[config.mk]
export PLATFORM = sky130hd
export DESIGN_NAME = decode_issue
export DESIGN_NICKNAME = d
export VERILOG_FILES = /design/src/rtl/decode_issue_pkg.sv /design/src/rtl/decode_issue_reg_scoreboard.sv /design/src/rtl/decode_issue.sv
export SDC_FILE = /design/constraint.sdc
export NUM_CORES = 1
export LEC_CHECK = 0
export ABC_AREA = 1
export CAP_MARGIN = 5
export CORE_MARGIN = 2
export CORE_UTILIZATION = 30
export CTS_BUF_LIST = sky130_fd_sc_hd__clkbuf_2
export DETAILED_ROUTE_END_ITERATION = 16
export PLACE_DENSITY_LB_ADDON = 0.3
export SYNTH_ARGS = -nofsm -noshare
export SYNTH_HDL_FRONTEND = slang
export SYNTH_SLANG_ARGS = --single-unit
export TNS_END_PERCENT = 20
[constraint.sdc]
create_clock -name clk -period 16.2 [get_ports clk]
set_input_delay 4.05 -clock clk [delete_from_list [all_inputs] [get_ports clk]]
set_output_delay 4.05 -clock clk [all_outputs]
set_load 0.01 [all_outputs]
[src/rtl/decode_issue_pkg.sv]
// decode_issue_pkg
//   Shared definitions for the decode/issue stage: RV32 major-opcode
//   constants, default widths, the decoded-field record and the decoder
//   helper used by the top level.
package decode_issue_pkg;

  localparam int XLEN_DEF     = 32;
  localparam int NUM_REGS_DEF = 32;
  localparam int CNT_W_DEF    = 2;

  localparam logic [6:0] OPC_LUI    = 7'b0110111;
  localparam logic [6:0] OPC_AUIPC  = 7'b0010111;
  localparam logic [6:0] OPC_JAL    = 7'b1101111;
  localparam logic [6:0] OPC_JALR   = 7'b1100111;
  localparam logic [6:0] OPC_BRANCH = 7'b1100011;
  localparam logic [6:0] OPC_LOAD   = 7'b0000011;
  localparam logic [6:0] OPC_STORE  = 7'b0100011;
  localparam logic [6:0] OPC_OP_IMM = 7'b0010011;
  localparam logic [6:0] OPC_OP     = 7'b0110011;

  typedef struct packed {
    logic [4:0] rs1;
    logic [4:0] rs2;
    logic [4:0] rd;
    logic       uses_rs1;
    logic       uses_rs2;
    logic       writes_rd;
    logic       illegal;
  } dec_t;

  // Register-usage decode of one instruction word. An unknown opcode is
  // flagged illegal and never writes; it still counts as reading rs1.
  function automatic dec_t decode_instr(input logic [31:0] instr);
    dec_t d;
    logic wr;
    d.rs1      = instr[19:15];
    d.rs2      = instr[24:20];
    d.rd       = instr[11:7];
    d.uses_rs1 = 1'b1;
    d.uses_rs2 = 1'b0;
    d.illegal  = 1'b0;
    wr         = 1'b0;
    case (instr[6:0])
      OPC_LUI, OPC_AUIPC, OPC_JAL: begin
        d.uses_rs1 = 1'b0;
        wr         = 1'b1;
      end
      OPC_JALR, OPC_LOAD, OPC_OP_IMM: begin
        wr = 1'b1;
      end
      OPC_OP: begin
        d.uses_rs2 = 1'b1;
        wr         = 1'b1;
      end
      OPC_STORE, OPC_BRANCH: begin
        d.uses_rs2 = 1'b1;
      end
      default: begin
        d.illegal = 1'b1;
      end
    endcase
    d.writes_rd = wr && (d.rd != 5'd0);
    return d;
  endfunction

endpackage

[src/rtl/decode_issue_reg_scoreboard.sv]
// reg_scoreboard
//   Per-register count of in-flight writes. Flags a hazard when a source
//   register still has a write outstanding (after crediting a same-cycle
//   writeback) or when the destination counter is saturated.
// Ports
//   clk, rst              clock, async active-high reset
//   rs1, rs2, rd          register fields of the instruction in decode
//   uses_rs1/uses_rs2     source registers are read
//   writes_rd             destination is written
//   inc, inc_rd           issue of a writing instruction
//   wb_we, wb_rd          writeback retiring a write
//   fdec, fdec_rd         flushed ID/EX entry that would have written
//   hazard                decode must stall
module reg_scoreboard
  import decode_issue_pkg::*;
#(
  parameter int NUM_REGS = NUM_REGS_DEF,
  parameter int CNT_W    = CNT_W_DEF
) (
  input  logic       clk,
  input  logic       rst,
  input  logic [4:0] rs1,
  input  logic [4:0] rs2,
  input  logic [4:0] rd,
  input  logic       uses_rs1,
  input  logic       uses_rs2,
  input  logic       writes_rd,
  input  logic       inc,
  input  logic [4:0] inc_rd,
  input  logic       wb_we,
  input  logic [4:0] wb_rd,
  input  logic       fdec,
  input  logic [4:0] fdec_rd,
  output logic       hazard
);

  localparam logic [CNT_W-1:0] CNT_MAX = {CNT_W{1'b1}};

  logic [CNT_W-1:0]   cnt_r     [NUM_REGS];
  logic [CNT_W-1:0]   nxt_cnt_s [NUM_REGS];
  logic [CNT_W+1:0]   sum_s     [NUM_REGS];
  logic [NUM_REGS-1:0] wb_hit_s;
  logic [NUM_REGS-1:0] inc_hit_s;
  logic [NUM_REGS-1:0] fd_hit_s;
  logic [NUM_REGS-1:0] busy_s;

  // Per-register event hits and the "still pending after this cycle's writeback" view.
  always_comb begin
    wb_hit_s  = '0;
    inc_hit_s = '0;
    fd_hit_s  = '0;
    busy_s    = '0;
    for (int r = 0; r < NUM_REGS; r++) begin
      wb_hit_s[r]  = wb_we && (wb_rd == 5'(r)) && (cnt_r[r] != '0);
      inc_hit_s[r] = inc && (inc_rd == 5'(r));
      fd_hit_s[r]  = fdec && (fdec_rd == 5'(r));
      // The register file writes on the falling edge, so a retiring value is
      // already on the read port and only the remaining writes matter.
      if (wb_hit_s[r]) begin
        busy_s[r] = (cnt_r[r] > CNT_W'(1));
      end else begin
        busy_s[r] = (cnt_r[r] != '0);
      end
    end
  end

  // Stall decision for the instruction currently in decode.
  always_comb begin
    hazard = (uses_rs1 && busy_s[rs1]) ||
             (uses_rs2 && busy_s[rs2]) ||
             (writes_rd && (cnt_r[rd] == CNT_MAX));
  end

  // Net counter change per register, computed in two extra bits so that
  // underflow shows as the sign bit and overflow as bit CNT_W.
  always_comb begin
    for (int r = 0; r < NUM_REGS; r++) begin
      sum_s[r] = {2'b00, cnt_r[r]}
               + {{(CNT_W+1){1'b0}}, inc_hit_s[r]}
               - {{(CNT_W+1){1'b0}}, wb_hit_s[r]}
               - {{(CNT_W+1){1'b0}}, fd_hit_s[r]};
      if (sum_s[r][CNT_W+1]) begin
        nxt_cnt_s[r] = '0;
      end else if (sum_s[r][CNT_W]) begin
        nxt_cnt_s[r] = CNT_MAX;
      end else begin
        nxt_cnt_s[r] = sum_s[r][CNT_W-1:0];
      end
    end
  end

  // Counter registers; x0 never has anything in flight.
  always_ff @(posedge clk or posedge rst) begin
    if (rst) begin
      for (int r = 0; r < NUM_REGS; r++) begin
        cnt_r[r] <= '0;
      end
    end else begin
      cnt_r[0] <= '0;
      for (int r = 1; r < NUM_REGS; r++) begin
        cnt_r[r] <= nxt_cnt_s[r];
      end
    end
  end

endmodule

[src/rtl/decode_issue.sv]
// decode_issue
//   Decode/issue stage between fetch and execute. Presents the source
//   register numbers to the register file, stalls read-after-write hazards
//   through a pending-write scoreboard and issues into a one-entry ID/EX
//   register with a valid/ready handshake. A flush drops that entry.
// Ports
//   clk, rst                 clock, async active-high reset
//   if_valid/if_instr/if_pc  fetch offer;  if_ready: accepted this cycle
//   rn1, rn2 / val1, val2    register-file read addresses / data
//   wb_we, wb_rd             writeback retiring a register write
//   flush                    execute redirect, drops the ID/EX entry
//   ex_valid/ex_ready        ID/EX handshake
//   ex_pc, ex_instr, ex_rs1_val, ex_rs2_val, ex_rd, ex_we, ex_illegal
//                            registered ID/EX entry
module decode_issue
  import decode_issue_pkg::*;
#(
  parameter int XLEN     = XLEN_DEF,
  parameter int NUM_REGS = NUM_REGS_DEF,
  parameter int CNT_W    = CNT_W_DEF
) (
  input  logic            clk,
  input  logic            rst,
  input  logic            if_valid,
  input  logic [31:0]     if_instr,
  input  logic [XLEN-1:0] if_pc,
  output logic            if_ready,
  output logic [4:0]      rn1,
  output logic [4:0]      rn2,
  input  logic [XLEN-1:0] val1,
  input  logic [XLEN-1:0] val2,
  input  logic            wb_we,
  input  logic [4:0]      wb_rd,
  input  logic            flush,
  output logic            ex_valid,
  input  logic            ex_ready,
  output logic [XLEN-1:0] ex_pc,
  output logic [31:0]     ex_instr,
  output logic [XLEN-1:0] ex_rs1_val,
  output logic [XLEN-1:0] ex_rs2_val,
  output logic [4:0]      ex_rd,
  output logic            ex_we,
  output logic            ex_illegal
);

  dec_t            dec_s;
  logic            hazard_s;
  logic            if_ready_s;
  logic            accept_s;
  logic            inc_s;
  logic            fdec_s;

  logic            ex_valid_r;
  logic [XLEN-1:0] ex_pc_r;
  logic [31:0]     ex_instr_r;
  logic [XLEN-1:0] ex_rs1_val_r;
  logic [XLEN-1:0] ex_rs2_val_r;
  logic [4:0]      ex_rd_r;
  logic            ex_we_r;
  logic            ex_illegal_r;

  assign rn1 = if_instr[19:15];
  assign rn2 = if_instr[24:20];

  // Decode and handshake; the ID/EX slot frees up in the same cycle it is consumed.
  always_comb begin
    dec_s      = decode_instr(if_instr);
    if_ready_s = !flush && !hazard_s && (!ex_valid_r || ex_ready);
    accept_s   = if_valid && if_ready_s;
    inc_s      = accept_s && dec_s.writes_rd;
    // A dropped entry will never write back, so its count is returned here.
    fdec_s     = flush && ex_valid_r && ex_we_r;
  end

  reg_scoreboard #(
    .NUM_REGS (NUM_REGS),
    .CNT_W    (CNT_W)
  ) u_sb (
    .clk       (clk),
    .rst       (rst),
    .rs1       (dec_s.rs1),
    .rs2       (dec_s.rs2),
    .rd        (dec_s.rd),
    .uses_rs1  (dec_s.uses_rs1),
    .uses_rs2  (dec_s.uses_rs2),
    .writes_rd (dec_s.writes_rd),
    .inc       (inc_s),
    .inc_rd    (dec_s.rd),
    .wb_we     (wb_we),
    .wb_rd     (wb_rd),
    .fdec      (fdec_s),
    .fdec_rd   (ex_rd_r),
    .hazard    (hazard_s)
  );

  // ID/EX entry: flush drops, accept loads, hand-off empties, otherwise hold.
  always_ff @(posedge clk or posedge rst) begin
    if (rst) begin
      ex_valid_r   <= 1'b0;
      ex_pc_r      <= '0;
      ex_instr_r   <= 32'd0;
      ex_rs1_val_r <= '0;
      ex_rs2_val_r <= '0;
      ex_rd_r      <= 5'd0;
      ex_we_r      <= 1'b0;
      ex_illegal_r <= 1'b0;
    end else if (flush) begin
      ex_valid_r <= 1'b0;
    end else if (accept_s) begin
      ex_valid_r   <= 1'b1;
      ex_pc_r      <= if_pc;
      ex_instr_r   <= if_instr;
      ex_rs1_val_r <= val1;
      ex_rs2_val_r <= val2;
      ex_rd_r      <= dec_s.writes_rd ? dec_s.rd : 5'd0;
      ex_we_r      <= dec_s.writes_rd;
      ex_illegal_r <= dec_s.illegal;
    end else if (ex_valid_r && ex_ready) begin
      ex_valid_r <= 1'b0;
    end else begin
      ex_valid_r <= ex_valid_r;
    end
  end

  assign if_ready   = if_ready_s;
  assign ex_valid   = ex_valid_r;
  assign ex_pc      = ex_pc_r;
  assign ex_instr   = ex_instr_r;
  assign ex_rs1_val = ex_rs1_val_r;
  assign ex_rs2_val = ex_rs2_val_r;
  assign ex_rd      = ex_rd_r;
  assign ex_we      = ex_we_r;
  assign ex_illegal = ex_illegal_r;

endmodule

# Word level (Yosys, flattened, before mapping)

Cells that the tools add are included.

Register bits: 198
Input port bits: 139
Output and inout port bits: 147
Word-level logic and storage cells: 558

Add/subtract/negate cells: 93
$lt $le $gt $ge: 34
Eq/ne operators: 103
Muxes and demuxes: 108
Bitwise gates (word level): 2
Reduce and logical (&&, ||, !) cells: 179

Operator list:

| kind                                                        | number |
|---|---|
| subtractor 4 x 1 -> 4 bit                                   | 62 |
| == test 5 bit (second input constant)                       | 48 |
| logical AND 1 bit                                           | 135 |
| two-way mux 2 bit                                           | 64 |
| == test 5 x 4 -> 1 bit (second input constant)              | 24 |
| adder 2 x 1 -> 3 bit                                        | 31 |
| > comparator 2 x 1 -> 1 bit (second input constant)         | 31 |
| nonzero test 2 bit                                          | 31 |
| == test 5 x 3 -> 1 bit (second input constant)              | 12 |
| two-way mux 1 bit                                           | 40 |
| == test 5 x 2 -> 1 bit (second input constant)              | 6 |
| == test 7 x 6 -> 1 bit (second input constant)              | 3 |
| == test 7 bit (second input constant)                       | 3 |
| == test 5 x 1 -> 1 bit (second input constant)              | 3 |
| == test 7 x 5 -> 1 bit (second input constant)              | 2 |
| less-than comparator 5 x 6 -> 1 bit (second input constant) | 2 |
| binary-select mux 1 bit (select 5 bit)                      | 2 |
| binary-select mux 2 bit (select 5 bit)                      | 1 |
| OR reduction 9 bit                                          | 1 |
| == test 7 x 2 -> 1 bit (second input constant)              | 1 |
| OR reduction 7 bit                                          | 1 |
| greater-or-equal comparator 6 bit (second input constant)   | 1 |
| inverter 5 -> 6 bit                                         | 1 |
| OR reduction 3 bit                                          | 2 |
| 8 further kinds                                             | 12 |

# Depth between registers and ports, before layout

Depth after elaboration: 20
Depth in mapped cells: 26
Gate-level depth less buffers: 25

# Hierarchy

A second synthesis with hierarchy kept.

Cells, all modules: 1690
Area total of the unflattened synthesis: 13225.2 um2

By module, submodules not included:

| module         | times used | cells each | area each (um2) | sequential area each (um2) |
|---|---|---|---|---|
| reg_scoreboard | 1          | 1073       | 7852.5          | 1551.5 |
| decode_issue   | 1          | 617        | 5372.7          | 3403.3 |

# Worst setup path before layout

No wires, ideal clock.

Kind: input-to-output
From: input if_instr[7]
To: output if_ready
Data arrival time: 5.587 ns
Path slack: 6.563 ns
Cell stages on the path: 16
Cell sequence: buf_2 > nand2_2 > inv_2 > buf_2 > a22oi_1 > nand2_1 > nand2_1 > nand2_1 > o21ai_1 > nand2_1 > nand3_1 > nand2_1 > clkinv_1 > nand2_1 > nor2_4 > buf_2

Word-level cells in the longest chain between the ends: 10

Ends and longest elaborated chain:

| what                                                  | RTL line                          | text |
|---|---|---|
| start: declaration                                    | decode_issue.sv:25                | `input logic [31:0] if_instr,` |
| inverter 5 -> 6 bit (implied by the code)             | decode_issue_reg_scoreboard.sv:71 | `(writes_rd && (cnt_r[rd] == CNT_MAX));` |
| binary-select mux 2 bit (select 5 bit)                | decode_issue_reg_scoreboard.sv:71 |  |
| two-way mux 2 bit (implied by the code) (2 in series) | decode_issue_reg_scoreboard.sv:71 |  |
| == test 2 bit                                         | decode_issue_reg_scoreboard.sv:71 |  |
| logical AND 1 bit *                                   | decode_issue_reg_scoreboard.sv:71 |  |
| logical OR 1 bit *                                    | decode_issue_reg_scoreboard.sv:70 | `(uses_rs2 && busy_s[rs2]) \|\|` |
| logical NOT 1 bit *                                   | decode_issue.sv:68                | `if_ready_s = !flush && !hazard_s && (!ex_valid_r \|\| ex_ready);` |
| logical AND 1 bit * (2 in series)                     | decode_issue.sv:68                |  |
| end: declaration                                      | decode_issue.sv:27                | `output logic if_ready,` |

Mark *: on every way between the ends. The rest lies on a longest branch, timed or not. The select of a mux whose other input is x is not followed.

# Worst setup path after layout

Same ends and word-level chain as after synthesis.

==> report_table.html <==
<table>
<tr><th>Metric</th><th>Value</th></tr>
<tr><th colspan="2">Run status</th></tr>
<tr><td>Outcome</td><td>completed</td></tr>
<tr><th colspan="2">Synthesis</th></tr>
<tr><td>Largest area contributor in the netlist</td><td>dfrtp_1</td></tr>
<tr><td>Mean instance size in the synthesized netlist</td><td>around 8 µm²</td></tr>
<tr><td>Most used flip-flop cell after synthesis</td><td>dfrtp_1</td></tr>
<tr><td>Post-synth EDFFs</td><td>0</td></tr>
<tr><td>Warnings from Yosys</td><td>0</td></tr>
<tr><td>Part of the Yosys area used for sequential elements</td><td>around 37%</td></tr>
<tr><td>Post-Synthesis Cell Area</td><td>13300 µm²</td></tr>
<tr><td>Async set-reset flop share out of synthesis</td><td>100.0%</td></tr>
<tr><td>Library cells used by synthesis</td><td>31</td></tr>
<tr><td>Synth Register Bits</td><td>198</td></tr>
<tr><td>Fraction of post-synthesis cell area in the top cell type by area</td><td>a little under two fifths</td></tr>
<tr><td>Net count of the mapped netlist</td><td>1966</td></tr>
<tr><td>Number of cells produced by synthesis</td><td>1672</td></tr>
<tr><td>Most area-consuming cells after synthesis</td><td>dfrtp_1, nand2_1, nand3_1</td></tr>
<tr><th colspan="2">Global route</th></tr>
<tr><td>Via count of the first global-routing pass</td><td>12003</td></tr>
<tr><td>Number of antenna violations at the first check in global routing</td><td>2</td></tr>
<tr><td>Wire length of the first global-routing pass</td><td>71770 µm</td></tr>
<tr><td>Total congestion overflow</td><td>0</td></tr>
<tr><td>Largest net degree at the start of global routing</td><td>161</td></tr>
<tr><td>All-layer global routing usage</td><td>20.40%</td></tr>
<tr><th colspan="2">STA</th></tr>
<tr><td>Relative slew slack</td><td>31.06%</td></tr>
<tr><td>Achievable frequency</td><td>0.08653 GHz</td></tr>
<tr><td>Final number of max-transition violations</td><td>0</td></tr>
<tr><td>Final Hold Vio Count</td><td>0</td></tr>
<tr><td>Setup skew after layout</td><td>58.51 ps</td></tr>
<tr><td>Crit path time final</td><td>11560 ps</td></tr>
<tr><td>Setup TNS Final</td><td>0 ps</td></tr>
<tr><td>Final Hold Slack</td><td>a little over 500 ps</td></tr>
<tr><td>Unrepaired setup endpoints after global routing</td><td>no</td></tr>
<tr><td>Measured slew at the worst slew-check pin</td><td>1034 ps</td></tr>
<tr><td># setup viols final</td><td>0</td></tr>
<tr><td>Final clock period utilization by the worst path</td><td>71.33%</td></tr>
<tr><th colspan="2">Floorplanning</th></tr>
<tr><td>I/O pin count</td><td>286</td></tr>
<tr><td>Core footprint</td><td>around 44000 µm²</td></tr>
<tr><td>Area of the die</td><td>46020 µm²</td></tr>
<tr><td>Starting density of the core</td><td>30.26%</td></tr>
<tr><td>Die Wd</td><td>214.5 µm</td></tr>
<tr><td>Die Y</td><td>about 210 µm</td></tr>
<tr><td>Number of placement rows</td><td>77</td></tr>
<tr><th colspan="2">Clock network</th></tr>
<tr><td>Post-CTS sizing</td><td>0</td></tr>
<tr><td>Library cell used as clock root buffer</td><td>clkbuf_2</td></tr>
<tr><td>H-tree level count</td><td>4</td></tr>
<tr><td>Max clock buf depth</td><td>2</td></tr>
<tr><td>Clock latency at the later pin of the worst-skew pair</td><td>between 1000 and 1500 ps</td></tr>
<tr><td>Clock sinks</td><td>a little under 200</td></tr>
<tr><td>Setup Buffers After CTS</td><td>0</td></tr>
<tr><td>Clock edge transition at the registers on the reported setup and hold paths</td><td>300 ps</td></tr>
<tr><td>Hold-fix buffers at CTS</td><td>0</td></tr>
<tr><td>TritonCTS clock tree</td><td>built</td></tr>
<tr><td>TritonCTS buffer count</td><td>17</td></tr>
<tr><th colspan="2">Final layout</th></tr>
<tr><td>Number of standard cells in the final layout excluding fillers</td><td>2523</td></tr>
<tr><td>Final-layout fill cell count</td><td>between 4000 and 5000</td></tr>
<tr><td>Net total in the final layout</td><td>approximately 2200</td></tr>
<tr><td>Share of post-route cells with drive strength above 1</td><td>2.748%</td></tr>
<tr><td>Post-Route Utilization</td><td>a little under two fifths</td></tr>
<tr><td>Leading cell type in the layout, fill and taps excluded</td><td>nand2_1</td></tr>
<tr><td>Layout Area Growth over Synthesis</td><td>26.28%</td></tr>
<tr><td>Top library cells by usage in the layout, fill and taps aside</td><td>nand2_1, clkdlybuf4s50_1, inv_1, nand3_1, dfrtp_1</td></tr>
<tr><th colspan="2">Place</th></tr>
<tr><td>Total placed cells including tap cells</td><td>2489</td></tr>
<tr><td>Count of buffers from port buffering</td><td>285</td></tr>
<tr><td>Placer's final routability congestion estimate</td><td>between 0.9 and 1</td></tr>
<tr><td>HPWL after detailed placement</td><td>35250 µm</td></tr>
<tr><th colspan="2">Route</th></tr>
<tr><td>Routed wire length per instance</td><td>18.33 µm</td></tr>
<tr><td>Via count</td><td>12012</td></tr>
<tr><td>Post-DR vias/cell</td><td>4.761</td></tr>
<tr><td>DRC violation total after the first TritonRoute iteration</td><td>975</td></tr>
<tr><td>Total DRC errors in the routed layout</td><td>0</td></tr>
<tr><td>Iteration count of the initial detailed-routing pass</td><td>6</td></tr>
<tr><td>Antenna-violating nets left</td><td>0</td></tr>
<tr><td>Post-detailed-routing wire length</td><td>46240 µm</td></tr>
<tr><th colspan="2">Hold path</th></tr>
<tr><td>Hold path cells</td><td>2</td></tr>
<tr><td>Hold wc startpoint</td><td>ex_rs2_val[17]</td></tr>
<tr><td>Hold worst-path end</td><td>ex_rs2_val[17]</td></tr>
<tr><td>Class of the most critical hold timing path</td><td>reg2reg</td></tr>
<tr><th colspan="2">Critical path</th></tr>
<tr><td>Critical path launch point type</td><td>primary input</td></tr>
<tr><td>FF-to-FF path depth</td><td>22</td></tr>
<tr><td>WS Path Type</td><td>in2out</td></tr>
<tr><td>Crit path max fanout</td><td>48</td></tr>
<tr><td>Critical R2R Launch</td><td>u_sb.cnt_r[57]</td></tr>
<tr><td>Internal reg-to-reg setup slack</td><td>11470 ps</td></tr>
<tr><td>Sort of element at the end of the critical path</td><td>output port</td></tr>
<tr><td>Required time at the endpoint of the critical path</td><td>12150 ps</td></tr>
<tr><td>R2R Path End</td><td>u_sb.cnt_r[30]</td></tr>
<tr><td>Worst EP arrival</td><td>~7500 ps</td></tr>
<tr><th colspan="2">Pwr</th></tr>
<tr><td>Ratio of total power to cell area</td><td>roughly 120 nW/µm²</td></tr>
<tr><td>Sum of internal, switching and leakage power</td><td>1994 µW</td></tr>
<tr><td>Lkg Pwr</td><td>0.008309 µW</td></tr>
<tr><td>Peak ir drop on the vdd network</td><td>0.05071 mV</td></tr>
<tr><th colspan="2">Job</th></tr>
<tr><td>Max capacitance violation total</td><td>0</td></tr>
</table>
==> cell type report <==
type | count | area (µm²) | area share (%)
flip-flops and latches | 198 | 4955 | 29.51
diodes | 2 | 5.005 | 0.02981
repair buffers | 296 | 2933 | 17.47
multi-input cells | 1131 | 6900 | 41.10
clock inverters | 15 | 142.6 | 0.8495
clock buffers | 17 | 85.08 | 0.5067
well taps | 592 | 740.7 | 4.412
inverters | 272 | 1028 | 6.126
==> routing by layer <==
layer | share of wire [%] | routed length [µm] | up-vias | GRT usage, %
met2 | 49 | 22800 | 368 | 34.47
met4 | 3.1 | 1413 | 0 | 7.917
met5 | 0 | 0 | - | 0
met1 | 42 | 19550 | 5865 | 25.72
li1 | - | - | 5704 | -
met3 | 5.3 | 2473 | 75 | 4.000
==> state kept, by name, indices dropped and copies added (netlist names) <==
register    cells
ex_valid        1
ex_instr       32
ex_illegal      1
u_sb.cnt_r     62
ex_rd           5
ex_we           1
ex_rs2_val     32
ex_rs1_val     32
ex_pc          32
==> metrics by stage <==
stage	setup WS, ps	area [µm²]
5_1_grt	4297	16790
3_3_place_gp	4726	16560
2_1_floorplan	6563	13300
3_5_place_dp	4677	16560
6_report	4644	16790
4_1_cts	4666	16780
==> kinds of logic (layout without fill, tap and decap cells) <==
kind of cell / Yosys count / in the layout / share of synthesized area (%)
flops: 198 / 198 / 37.27
other cells: 0 / 2 / 0
simple gates: 846 / 846 / 26.96
xor+xnor: 31 / 31 / 2.042
buf+inv: 343 / 600 / 10.94
compound gates: 99 / 99 / 4.705
fa+ha+maj: 155 / 155 / 18.09
==> report_power, final <==
part / internal, µW / switching (µW)
Clock: 59.7 / 201
Sequential: 675 / 152
Combinational: 416 / 490
==> worst max-delay path by stage <==
stage,start,end,cells after the start
finish,if_instr[7],if_ready,15
global route,if_instr[7],if_ready,15
CTS,if_instr[7],if_ready,15
detailed placement,if_instr[7],if_ready,15
global placement,if_instr[7],if_ready,15
floorplan,if_instr[7],if_ready,16
==> cell usage after synthesis, types with 11 or more instances <==
library cell    n
nand2_1       390
clkbuf_1       26
dfrtp_1       198
a22o_1         11
nor2_1        166
ha_1           93
inv_1         267
nor3_1         19
nand3_1       249
o22ai_1        15
buf_2          16
buf_6          11
xnor2_1        31
buf_4          17
fa_1           62
o21ai_0        45
==> worst max-delay path: stages <==
cell and delay, ps:
clkdlybuf4s50_1 540, nor2_1 760, inv_1 330, o22ai_1 200, o21ai_0 100, nand2_1 80
o21ai_0 80, nand2_1 90, nand3_1 60, nand2_1 110, clkinv_1 70, nand2_1 100
nor2_4 40, buf_4 310, clkdlybuf4s50_1 580
Note: power is estimated with default switching activity, not from simulation.
